$ cat config.mk
export PLATFORM = sky130hd
export DESIGN_NAME = exe_stage_muldiv
export DESIGN_NICKNAME = d
export VERILOG_FILES = /design/src/rtl/exe_stage_muldiv.sv
export SDC_FILE = /design/constraint.sdc
export NUM_CORES = 1
export LEC_CHECK = 0
export CAP_MARGIN = 20
export CELL_PAD_IN_SITES_DETAIL_PLACEMENT = 0
export CELL_PAD_IN_SITES_GLOBAL_PLACEMENT = 1
export CORE_ASPECT_RATIO = 2
export CORE_MARGIN = 5
export CORE_UTILIZATION = 46
export DETAILED_ROUTE_END_ITERATION = 6
export GPL_ROUTABILITY_DRIVEN = 1
export GPL_TIMING_DRIVEN = 0
export MAX_ROUTING_LAYER = met4
export PLACE_DENSITY_LB_ADDON = 0.1
export SLEW_MARGIN = 10
export SYNTH_ARGS = -nofsm -noshare
export SYNTH_HDL_FRONTEND = slang
export SYNTH_SLANG_ARGS = --single-unit
export TNS_END_PERCENT = 20
$ cat constraint.sdc
create_clock -name clk -period 17.3 [get_ports clk]
set_input_delay 5.19 -clock clk [delete_from_list [all_inputs] [get_ports clk]]
set_output_delay 5.19 -clock clk [all_outputs]
set_load 0.02 [all_outputs]
$ cat src/rtl/exe_stage_muldiv.sv
// Execute stage with combinational ALU, operand/store forwarding and an
// iterative 32-cycle unsigned multiplier/divider that stalls the front of the
// pipeline while it works. A multi-cycle op occupies one IDLE issue cycle,
// 32 BUSY cycles and one DONE cycle in which the result leaves the stage.
module exe_stage_muldiv #(
   parameter int                  WORD_LEN     = 32,
   parameter int                  REG_ADDR_LEN = 5,
   parameter int                  CMD_LEN      = 4,
   parameter logic [CMD_LEN-1:0]  CMD_MULU     = 4'b1011,
   parameter logic [CMD_LEN-1:0]  CMD_DIVU     = 4'b1100
) (
   input  logic                    clk,
   input  logic                    rst,
   input  logic [CMD_LEN-1:0]      EXE_CMD,
   input  logic [WORD_LEN-1:0]     val1,
   input  logic [WORD_LEN-1:0]     val2,
   input  logic [WORD_LEN-1:0]     ST_value,
   input  logic [REG_ADDR_LEN-1:0] dest,
   input  logic                    WB_EN,
   input  logic                    MEM_R_EN,
   input  logic                    MEM_W_EN,
   input  logic [1:0]              val1_sel,
   input  logic [1:0]              val2_sel,
   input  logic [1:0]              st_sel,
   input  logic [WORD_LEN-1:0]     mem_fwd_value,
   input  logic [WORD_LEN-1:0]     wb_fwd_value,
   output logic [WORD_LEN-1:0]     ALU_result,
   output logic [WORD_LEN-1:0]     ST_value_out,
   output logic [REG_ADDR_LEN-1:0] dest_out,
   output logic                    WB_EN_out,
   output logic                    MEM_R_EN_out,
   output logic                    MEM_W_EN_out,
   output logic                    stall,
   output logic                    md_busy
);

   // ALU command encodings shared with the decode stage
   localparam logic [CMD_LEN-1:0] CMD_ADD = 4'b0000;
   localparam logic [CMD_LEN-1:0] CMD_SUB = 4'b0010;
   localparam logic [CMD_LEN-1:0] CMD_AND = 4'b0100;
   localparam logic [CMD_LEN-1:0] CMD_OR  = 4'b0101;
   localparam logic [CMD_LEN-1:0] CMD_NOR = 4'b0110;
   localparam logic [CMD_LEN-1:0] CMD_XOR = 4'b0111;
   localparam logic [CMD_LEN-1:0] CMD_SLL = 4'b1000;
   localparam logic [CMD_LEN-1:0] CMD_SRA = 4'b1001;
   localparam logic [CMD_LEN-1:0] CMD_SRL = 4'b1010;

   localparam int                CNT_W    = $clog2(WORD_LEN);
   localparam logic [CNT_W-1:0]  CNT_LAST = CNT_W'(WORD_LEN - 1);

   typedef enum logic [1:0] {
      S_IDLE = 2'd0,
      S_BUSY = 2'd1,
      S_DONE = 2'd2
   } md_state_t;

   md_state_t           r_state;
   logic [CNT_W-1:0]    r_cnt;
   logic                r_is_div;
   logic [WORD_LEN-1:0] r_op_a;   // multiplicand (shifted left) or divisor
   logic [WORD_LEN-1:0] r_op_b;   // multiplier (shifted right) or dividend/quotient
   logic [WORD_LEN-1:0] r_acc;    // product accumulator or partial remainder

   logic [WORD_LEN-1:0] w_op1;
   logic [WORD_LEN-1:0] w_op2;
   logic [WORD_LEN-1:0] w_st;
   logic [WORD_LEN-1:0] w_alu;
   logic                w_is_md;
   logic                w_is_divu;
   logic [WORD_LEN-1:0] w_mul_acc_nxt;
   logic [WORD_LEN:0]   w_div_diff;
   logic                w_div_ok;
   logic [WORD_LEN-1:0] w_div_rem_sh;
   logic [WORD_LEN-1:0] w_md_result;

   // Select 1 takes the MEM-stage ALU result, 2 the WB value, 0/3 the register
   function automatic logic [WORD_LEN-1:0] fwd_mux(
      input logic [1:0]          sel,
      input logic [WORD_LEN-1:0] reg_v,
      input logic [WORD_LEN-1:0] mem_v,
      input logic [WORD_LEN-1:0] wb_v
   );
      case (sel)
         2'd1:    return mem_v;
         2'd2:    return wb_v;
         default: return reg_v;
      endcase
   endfunction

   assign w_op1 = fwd_mux(val1_sel, val1,     mem_fwd_value, wb_fwd_value);
   assign w_op2 = fwd_mux(val2_sel, val2,     mem_fwd_value, wb_fwd_value);
   assign w_st  = fwd_mux(st_sel,   ST_value, mem_fwd_value, wb_fwd_value);

   assign w_is_divu = (EXE_CMD == CMD_DIVU);
   assign w_is_md   = (EXE_CMD == CMD_MULU) || w_is_divu;

   // Single-cycle ALU on the forwarded operands
   always_comb begin
      // NOTE: default first so every path assigns w_alu and no latch is inferred.
      w_alu = '0;
      case (EXE_CMD)
         CMD_ADD: w_alu = w_op1 + w_op2;
         CMD_SUB: w_alu = w_op1 - w_op2;
         CMD_AND: w_alu = w_op1 & w_op2;
         CMD_OR:  w_alu = w_op1 | w_op2;
         CMD_NOR: w_alu = ~(w_op1 | w_op2);
         CMD_XOR: w_alu = w_op1 ^ w_op2;
         CMD_SLL: w_alu = w_op1 << w_op2[4:0];
         CMD_SRA: w_alu = $signed(w_op1) >>> w_op2[4:0];
         CMD_SRL: w_alu = w_op1 >> w_op2[4:0];
         default: w_alu = '0;
      endcase
   end

   // One shift-add step: add the multiplicand when the current multiplier LSB is set
   assign w_mul_acc_nxt = r_acc + (r_op_b[0] ? r_op_a : '0);

   // One restoring-divide step: shift the next dividend bit into the remainder
   // and try to subtract the divisor; a clear borrow bit means the bit is 1
   assign w_div_diff   = {r_acc, r_op_b[WORD_LEN-1]} - {1'b0, r_op_a};
   assign w_div_ok     = ~w_div_diff[WORD_LEN];
   assign w_div_rem_sh = {r_acc[WORD_LEN-2:0], r_op_b[WORD_LEN-1]};

   assign w_md_result = r_is_div ? r_op_b : r_acc;

   // Multiply/divide sequencer: issue capture, 32 iterations, one result cycle
   always_ff @(posedge clk or negedge rst) begin
      if (!rst) begin
         r_state  <= S_IDLE;
         r_cnt    <= '0;
         r_is_div <= 1'b0;
         r_op_a   <= '0;
         r_op_b   <= '0;
         r_acc    <= '0;
      end else begin
         // NOTE: non-blocking assignments so every register samples pre-edge values.
         case (r_state)
            S_IDLE: begin
               if (w_is_md) begin
                  r_cnt    <= '0;
                  r_acc    <= '0;
                  r_is_div <= w_is_divu;
                  if (w_is_divu) begin
                     r_op_a <= w_op2;
                     if (w_op2 == '0) begin
                        r_op_b  <= '1;
                        r_state <= S_DONE;
                     end else begin
                        r_op_b  <= w_op1;
                        r_state <= S_BUSY;
                     end
                  end else begin
                     r_op_a  <= w_op1;
                     r_op_b  <= w_op2;
                     r_state <= S_BUSY;
                  end
               end
            end
            S_BUSY: begin
               r_cnt <= r_cnt + 1'b1;
               if (r_is_div) begin
                  r_op_b <= {r_op_b[WORD_LEN-2:0], w_div_ok};
                  r_acc  <= w_div_ok ? w_div_diff[WORD_LEN-1:0] : w_div_rem_sh;
               end else begin
                  r_acc  <= w_mul_acc_nxt;
                  r_op_a <= r_op_a << 1;
                  r_op_b <= r_op_b >> 1;
               end
               if (r_cnt == CNT_LAST) begin
                  r_state <= S_DONE;
               end
            end
            S_DONE: begin
               r_state <= S_IDLE;
            end
            default: begin
               r_state <= S_IDLE;
            end
         endcase
      end
   end

   // Stall while issuing or iterating; reset drops it without waiting for a clock
   assign stall   = rst && (((r_state == S_IDLE) && w_is_md) || (r_state == S_BUSY));
   assign md_busy = (r_state == S_BUSY);

   // Outputs toward the EXE-to-MEM register; stalled cycles become bubbles
   assign ALU_result   = (r_state == S_DONE) ? w_md_result : w_alu;
   assign ST_value_out = w_st;
   assign dest_out     = dest;
   assign WB_EN_out    = WB_EN    && !stall;
   assign MEM_R_EN_out = MEM_R_EN && !stall;
   assign MEM_W_EN_out = MEM_W_EN && !stall;

endmodule

==> summary.txt, run 1 <==
mapped cell area - 20200 um^2
remaining global-route overflow - 11
First Err - [ERROR GRT-0116] Global routing finished with congestion. Check the congestion regions in the DRC Viewer.
overall routing resource usage - 0.532
hpwl dp - 99900 um
ys async rst share - 1.00
largest net degree at the start of global routing - 74
clock sinks - 104
clock tree root buffer cell - clkbuf_16
net count after synthesis - 3114
outcome - aborted with a tool error
H-tree Lvls - 3
Placer Congestion - 1.29
hold buffers post-CTS - 0
Port Buffer Count - 247
Initial Util - 0.465
synthesized instance count - 2758
Post-synth EDFFs - 0
main flop type after synthesis - dfrtp_1
Max Root-Sink Buffers - 2
last stage reached - global routing (5_1_grt)
Yosys cell types - 91
number of synthesized register bits - 104
mean area per synthesized cell - 7.31 um^2
Yosys warnings - 0
IO Count - 254
row count - 108
dpl cells - 3574
setup bufs post-CTS - 0
first-pass GRT wire length - 184000 um
Die Wd - 158 um
Num CTS Buffers - 9
Seq/Total Area, Yosys - 0.129
vias in the first global route - 27147
Die H - 306 um
synth_stat cells, drive strengths merged, types with 15 or more instances:
library cell	number	area, um^2
nand2	366	1380
o21ai	348	1790
mux2i	207	2070
ha	173	2160
a21oi	167	836
nor2	166	633
inv	133	504
clkbuf	122	458
dfrtp	104	2600
a22oi	100	761
o211ai	85	638
buf	84	504
xnor2	80	708
a211oi	64	480
o221ai	50	563
mux2	41	462
and2	39	244
o22ai	36	225
a21o	33	248
xor2	33	289
nand3	32	173
o21a	27	203
nor3	25	153
a221o	23	230
a31oi	21	131
nor2b	18	120
a221oi	15	131
metrics by stage:
stage	area (um^2)	setup TNS, ns	setup slack, ns	util
floorplan	20200	0	2.23	-
global placement	23300	-5.17	-0.742	0.538
detailed placement	23600	-5.15	-0.749	0.545
CTS	24000	0	0.0540	0.553
cell families after synthesis:
kind of cell               Yosys count  synth area share
AOI/OAI and AO/OA                 1059             0.348
and+or+nand+nor                    710             0.156
buffers and inverters              340            0.0729
muxes                              256             0.135
adders and majority gates          176             0.110
xor gates and xnor gates           113            0.0494
DFF                                104             0.129
per-layer routing:
| layer | overflow | track usage |
|---|---|---|
| met5 | - | - |
| met4 | 6 | 0.577 |
| met3 | 0 | 0.223 |
| met2 | 5 | 0.801 |
| met1 | 0 | 0.465 |
repair_timing:
action / 4_1_cts
pin swaps: 1
gates resized for setup: 10
setup endpoints to repair: 18
==> run 2: changes to the inputs <==
==> config.mk (replaced) <==
export PLATFORM = sky130hd
export DESIGN_NAME = exe_stage_muldiv
export DESIGN_NICKNAME = d
export VERILOG_FILES = /design/src/rtl/exe_stage_muldiv.sv
export SDC_FILE = /design/constraint.sdc
export NUM_CORES = 1
export LEC_CHECK = 0
export CAP_MARGIN = 20
export CORE_MARGIN = 5
export CORE_UTILIZATION = 35
export DETAILED_ROUTE_END_ITERATION = 6
export GPL_ROUTABILITY_DRIVEN = 1
export GPL_TIMING_DRIVEN = 0
export PLACE_DENSITY_LB_ADDON = 0.15
export SLEW_MARGIN = 10
export SYNTH_ARGS = -nofsm -noshare
export SYNTH_HDL_FRONTEND = slang
export SYNTH_SLANG_ARGS = --single-unit
export TNS_END_PERCENT = 20
==> summary.txt, run 2 <==
main flop type after synthesis - dfrtp_1
Synth area leaders - dfrtp_1, ha_1, mux2i_1, o21ai_0, nand2_1
Slowest cell on crit path - clkdlybuf4s50_1
Initial Util - 0.352
Yosys cell types - 91
clock sinks - 104
fin. max-slew vios - 0
commonest non-fill, non-tap cell in the layout - nand2_1
outcome - finished, violations left
RSZ-0062 raised after global routing - yes
clk_lat worst skew - 0.38 ns
worst path bufs/invs - 7
Die H - 250 um
Reg clk slew, reported paths - 0.09 ns
first-pass GRT wire length - 171000 um
routed len/inst - 31.7 um
Routed Antenna Nets - 0
WP data required - 12.11 ns
Critical Path AT - 12.06 ns
Rel. slew slack - 0.226
number of synthesized register bits - 104
worst slew pin tran - 1.15 ns
Crit Path Class - input port to output port
largest net degree at the start of global routing - 76
Vias - 24396
mapped cell area - 20200 um^2
area share of the largest cell type after synthesis - 0.129
Hold Violations, Final - 0
hpwl dp - 100000 um
FF-to-FF End - r_acc[3]$_DFFE_PN0P_
cell leakage power - 10.0 nW
hold slack - 0.538 ns
most common cell in the synthesized netlist - nand2_1
Seq/Total Area, Yosys - 0.129
row count - 88
ys async rst share - 1.00
Crit Path Max Fanout - 10
worst r2r path cells - 15
Max Root-Sink Buffers - 2
largest area contributor in the netlist - dfrtp_1
clock period minus worst slack - 17.25 ns
Iteration-0 DRC Markers - 2784
initial antenna violation count - 8
Port Buffer Count - 247
Largest regs - r_acc x32, r_op_a x32, r_op_b x32
max frequency - 0.0580 GHz
drt pass-1 iters - 7
Placer Congestion - 1.09
Num CTS Buffers - 9
remaining global-route overflow - 0
Post-route DRC - 12
H-tree Lvls - 3
Worst VDD drop - 109 uV
dpl cells - 3792
mean area per synthesized cell - 7.31 um^2
most frequent cells in the layout - nand2_1, o21ai_0, clkdlybuf4s50_1, mux2i_1, ha_1
worst hold-check path type - flop to flop
CTS tree - done
vias per cell - 6.40
Post-synth top cells - nand2_1, o21ai_0, mux2i_1
nets@finish - 3394
Die Wd - 250 um
crit-path max cell delay - 0.60 ns
WL final - 121000 um
clock tree root buffer cell - clkbuf_16
synthesized instance count - 2758
P&R area growth vs syn - 20.8%
hold buffers post-CTS - 0
clk_skew - 0.0156 ns
CP top delay family - compound AO/OA/AOI/OAI gates
final core utilization - 0.425
overall routing resource usage - 0.365
FF-to-FF setup slack - 12.72 ns
Post-synth EDFFs - 0
vias in the first global route - 23935
failing checks - design-rule violations
Die Area - 62500 um^2
hold path start - r_cnt[2]$_DFFE_PN0P_
Hold Path End - r_cnt[2]$_DFFE_PN0P_
Power per Cell Area - 141 nW/um^2
net count after synthesis - 3114
share of layout cells above drive strength 1 - 0.0835
crit path capture type - output port
core region area - 57400 um^2
hold depth - 1
reg2reg start - r_op_b[31]$_DFFE_PN0P_
Yosys warnings - 0
IO Count - 254
Cell Count, Final, Fillers Out - 3813
Setup crit start kind - input port
max_cap viols - 0
Final setup viols - 0
final worst-path cycle share - 0.997
run 2: cell counts after synthesis:
No cell type changed its count.
run 2: worst max-delay path by stage:
stage | from | to | slack, ns | cells past startpoint
finish | val2_sel[0] | ALU_result[21] | 0.05 | 25
global route | val2_sel[0] | ALU_result[21] | -0.04 | 26
CTS | val2_sel[0] | ALU_result[20] | 0.02 | 28
detailed placement | val2_sel[0] | ALU_result[21] | -0.64 | 25
global placement | val2_sel[0] | ALU_result[21] | -0.68 | 25
floorplan | val2_sel[0] | ALU_result[27] | 2.23 | 24
run 2: area by class of cell:
type,count,area [um^2]
clock inverters,7,71.3
well taps,765,957
plain buffers,205,967
fillers,5958,33000
diodes,5,12.5
flip-flops and latches,104,2600
clock buffers,9,225
multi-input cells,2314,16300
repair buffers,270,2730
inverters,134,508
run 2: what timing repair did:
item / in CTS / in global routing
setup buffers: 0 / 1
setup endpoints to repair: 9 / 12
hold endpoints to repair: 0 / 0
pin swaps: 1 / 1
gates resized for setup: 17 / 19
run 2: cells by family after synthesis:
family,Yosys count,synth area share
simple gates,710,0.156
xor+xnor,113,0.0494
buf+inv,340,0.0729
flops,104,0.129
mux,256,0.135
compound gates,1059,0.348
fa+ha+maj,176,0.110
run 2: through the flow:
stage                     setup WS (ns)  instance area (um^2)  power [W]  setup TNS [ns]
final                            0.0461                 24400    0.00343               0
after floorplan                    2.23                 20200    0.00221               0
after global routing            -0.0390                 24400    0.00365         -0.0437
after global placement           -0.678                 23600    0.00309           -3.09
after CTS                        0.0203                 24300    0.00336               0
after detailed placement         -0.641                 23900    0.00312           -2.97
run 2: power by group:
part / switching, W / internal [W]
Clock: 0.000113 / 0.000103
Sequential: 0.000167 / 0.000358
Combinational: 0.00168 / 0.00100
run 2: per-layer routing:
metal  share of wire  wire length [um]  track usage  vias up
li1                -                 -            -    10817
met1            0.39             47600        0.453    11957
met2            0.46             55000        0.600     1321
met3           0.083             10000       0.0707      295
met4           0.067              8060        0.196        6
met5         0.00034                41            0        -
run 2: worst register-to-register path, stage by stage, from the launching register on:
cell      delay, ns
dfrtp_1        0.62
inv_1          0.11
ha_1           0.22
inv_1          0.07
fa_1           0.20
a21o_1         0.16
nand4_1        0.23
a311oi_1       0.58
o211ai_1       0.30
a211oi_1       0.49
o21ba_2        0.26
xnor2_2        0.25
buf_2          0.47
o21ai_0        0.23
o211ai_1       0.14
a31oi_1        0.10
Power figures use the tool's default switching activity.
==> run 3: changes to the inputs <==
--- a/config.mk
+++ b/config.mk
@@ -10,8 +10,8 @@
 export CORE_UTILIZATION = 35
 export DETAILED_ROUTE_END_ITERATION = 6
 export GPL_ROUTABILITY_DRIVEN = 1
-export GPL_TIMING_DRIVEN = 0
 export PLACE_DENSITY_LB_ADDON = 0.15
+export SKIP_LAST_GASP = 1
 export SLEW_MARGIN = 10
 export SYNTH_ARGS = -nofsm -noshare
 export SYNTH_HDL_FRONTEND = slang
==> summary.txt, run 3 (synthesized netlist as in run 2, its figures left out) <==
Worst VDD drop - 160 uV
post-CTS resize count - 0
WL final - 100000 um
hpwl dp - 79200 um
IO Count - 254
most frequent cells in the layout - nand2_1, o21ai_0, clkdlybuf4s50_1, mux2i_1, ha_1
reg2reg start - r_op_b[31]$_DFFE_PN0P_
Die Wd - 250 um
max frequency - 0.0603 GHz
Crit Path Class - input port to output port
Largest regs - r_acc x32, r_op_a x32, r_op_b x32
Sw Ratio - 0.546
Hold Violations, Final - 0
crit-path max cell delay - 0.60 ns
Critical Path End - ALU_result[21]
Post-route DRC - 5
core region area - 57400 um^2
worst slew pin tran - 1.11 ns
Max Root-Sink Buffers - 2
outcome - finished, violations left
Vias - 22893
initial antenna violation count - 7
drt pass-1 iters - 7
worst hold-check path type - flop to flop
register share of total power - 0.167
Reg clk slew, reported paths - 0.08 ns
FF-to-FF End - r_acc[19]$_DFFE_PN0P_
hold buffers post-CTS - 0
final core utilization - 0.411
dpl ws - 0.879 ns
hold slack - 0.517 ns
Num CTS Buffers - 9
Die Area - 62500 um^2
P&R area growth vs syn - 17.0%
setup bufs post-CTS - 0
CP top delay family - buffers and inverters
row count - 88
largest net degree at the start of global routing - 65
Setup crit start kind - input port
failing checks - design-rule violations
Slowest cell on crit path - clkdlybuf4s50_1
NetSw - 0.00174 W
max_cap viols - 0
CP startpoint - val2_sel[0]
commonest non-fill, non-tap cell in the layout - nand2_1
vias per cell - 6.25
clk_skew - 0.0119 ns
worst r2r path cells - 15
Final setup viols - 0
share of layout cells above drive strength 1 - 0.0781
Rel. slew slack - 0.259
clock sinks - 104
FF-to-FF setup slack - 12.71 ns
CP dominant cell by count - buf_4
Power per Cell Area - 135 nW/um^2
worst path bufs/invs - 6
Initial Util - 0.352
Iteration-0 DRC Markers - 2190
routed len/inst - 27.3 um
WP data required - 12.11 ns
nets@finish - 3246
CTS tree - done
Port Buffer Count - 243
first-pass GRT wire length - 146000 um
Crit Path Max Fanout - 56
RSZ-0062 raised after global routing - no
cell leakage power - 9.75 nW
Critical Path AT - 11.40 ns
Routed Antenna Nets - 0
Filler cells - 5981
clock tree root buffer cell - clkbuf_16
total negative slack - 0 ns
overall routing resource usage - 0.303
Overall Power - 0.00318 W
final worst-path cycle share - 0.959
clock period minus worst slack - 16.59 ns
crit path capture type - output port
final worst slack - 0.713 ns
clk_lat worst skew - 0.37 ns
H-tree Lvls - 3
remaining global-route overflow - 0
internal power - 0.00144 W
Die H - 250 um
fin. max-slew vios - 0
share of power burned in the clock network - 0.066
Placer Congestion - 1.04
WP depth - 23
vias in the first global route - 22003
critical-path cell list - clkdlybuf4s50_1 > inv_1 > ha_2 > buf_4 > nand2_1 > o21a_2 > buf_4 > nand2_1 > o21ai_0 > xnor2_1 > ha_1 > o21ai_0 > nand2b_1 > a21oi_1 > or3_1 > o21a_1 > a41oi_1 > a21oi_1 > xnor2_1 > a2111oi_0 > buf_4 > o22ai_1 > clkdlybuf4s50_1
Combinational Power Share - 0.767
run 3: how the worst min path moves through the flow:
stage	from	endpoint	depth (start not counted)
2_1_floorplan	r_cnt[2]$_DFFE_PN0P_	r_cnt[2]$_DFFE_PN0P_	1
3_3_place_gp	r_cnt[2]$_DFFE_PN0P_	r_cnt[2]$_DFFE_PN0P_	1
3_5_place_dp	r_cnt[2]$_DFFE_PN0P_	r_cnt[2]$_DFFE_PN0P_	1
4_1_cts	r_cnt[2]$_DFFE_PN0P_	r_cnt[2]$_DFFE_PN0P_	1
5_1_grt	r_op_a[1]$_DFFE_PN0P_	r_op_a[1]$_DFFE_PN0P_	2
6_report	r_cnt[2]$_DFFE_PN0P_	r_cnt[2]$_DFFE_PN0P_	1
run 3: power by group through the flow:
stage               Combinational [W]  Sequential [W]  Clock, W
floorplan                     0.00176        0.000448         0
global placement              0.00237        0.000531         0
detailed placement            0.00239        0.000531         0
CTS                           0.00240        0.000529  0.000216
global route                  0.00266        0.000550  0.000224
finish                        0.00244        0.000531  0.000210
run 3: metal layers:
| metal | GRT usage | share of wire | up-vias | routed length (um) |
|---|---|---|---|---|
| met2 | 0.482 | 0.44 | 1170 | 44300 |
| met1 | 0.402 | 0.42 | 10948 | 41800 |
| met4 | 0.144 | 0.060 | 4 | 6010 |
| met5 | 0 | 0.00026 | - | 26 |
| met3 | 0.0508 | 0.079 | 278 | 7870 |
| li1 | - | - | 10493 | - |
run 3: stage by stage:
step | instances | area, um^2
4_1_cts | 3658 | 23600
5_1_grt | 3660 | 23600
3_3_place_gp | 3642 | 23300
6_report | 3662 | 23600
2_1_floorplan | 2758 | 20200
3_5_place_dp | 3643 | 23300
run 3: final cells by class:
type                       instances  area [um^2]  share of cell area
timing repair buffer             327         3070               0.130
clock inverter                     5         51.3             0.00217
sequential                       104         2610               0.110
antenna                            3         7.51            0.000318
tap                              765          957              0.0406
inverter                         134          508              0.0215
multi-input combinational       2314        16200               0.685
clock buffer                      10          239              0.0101
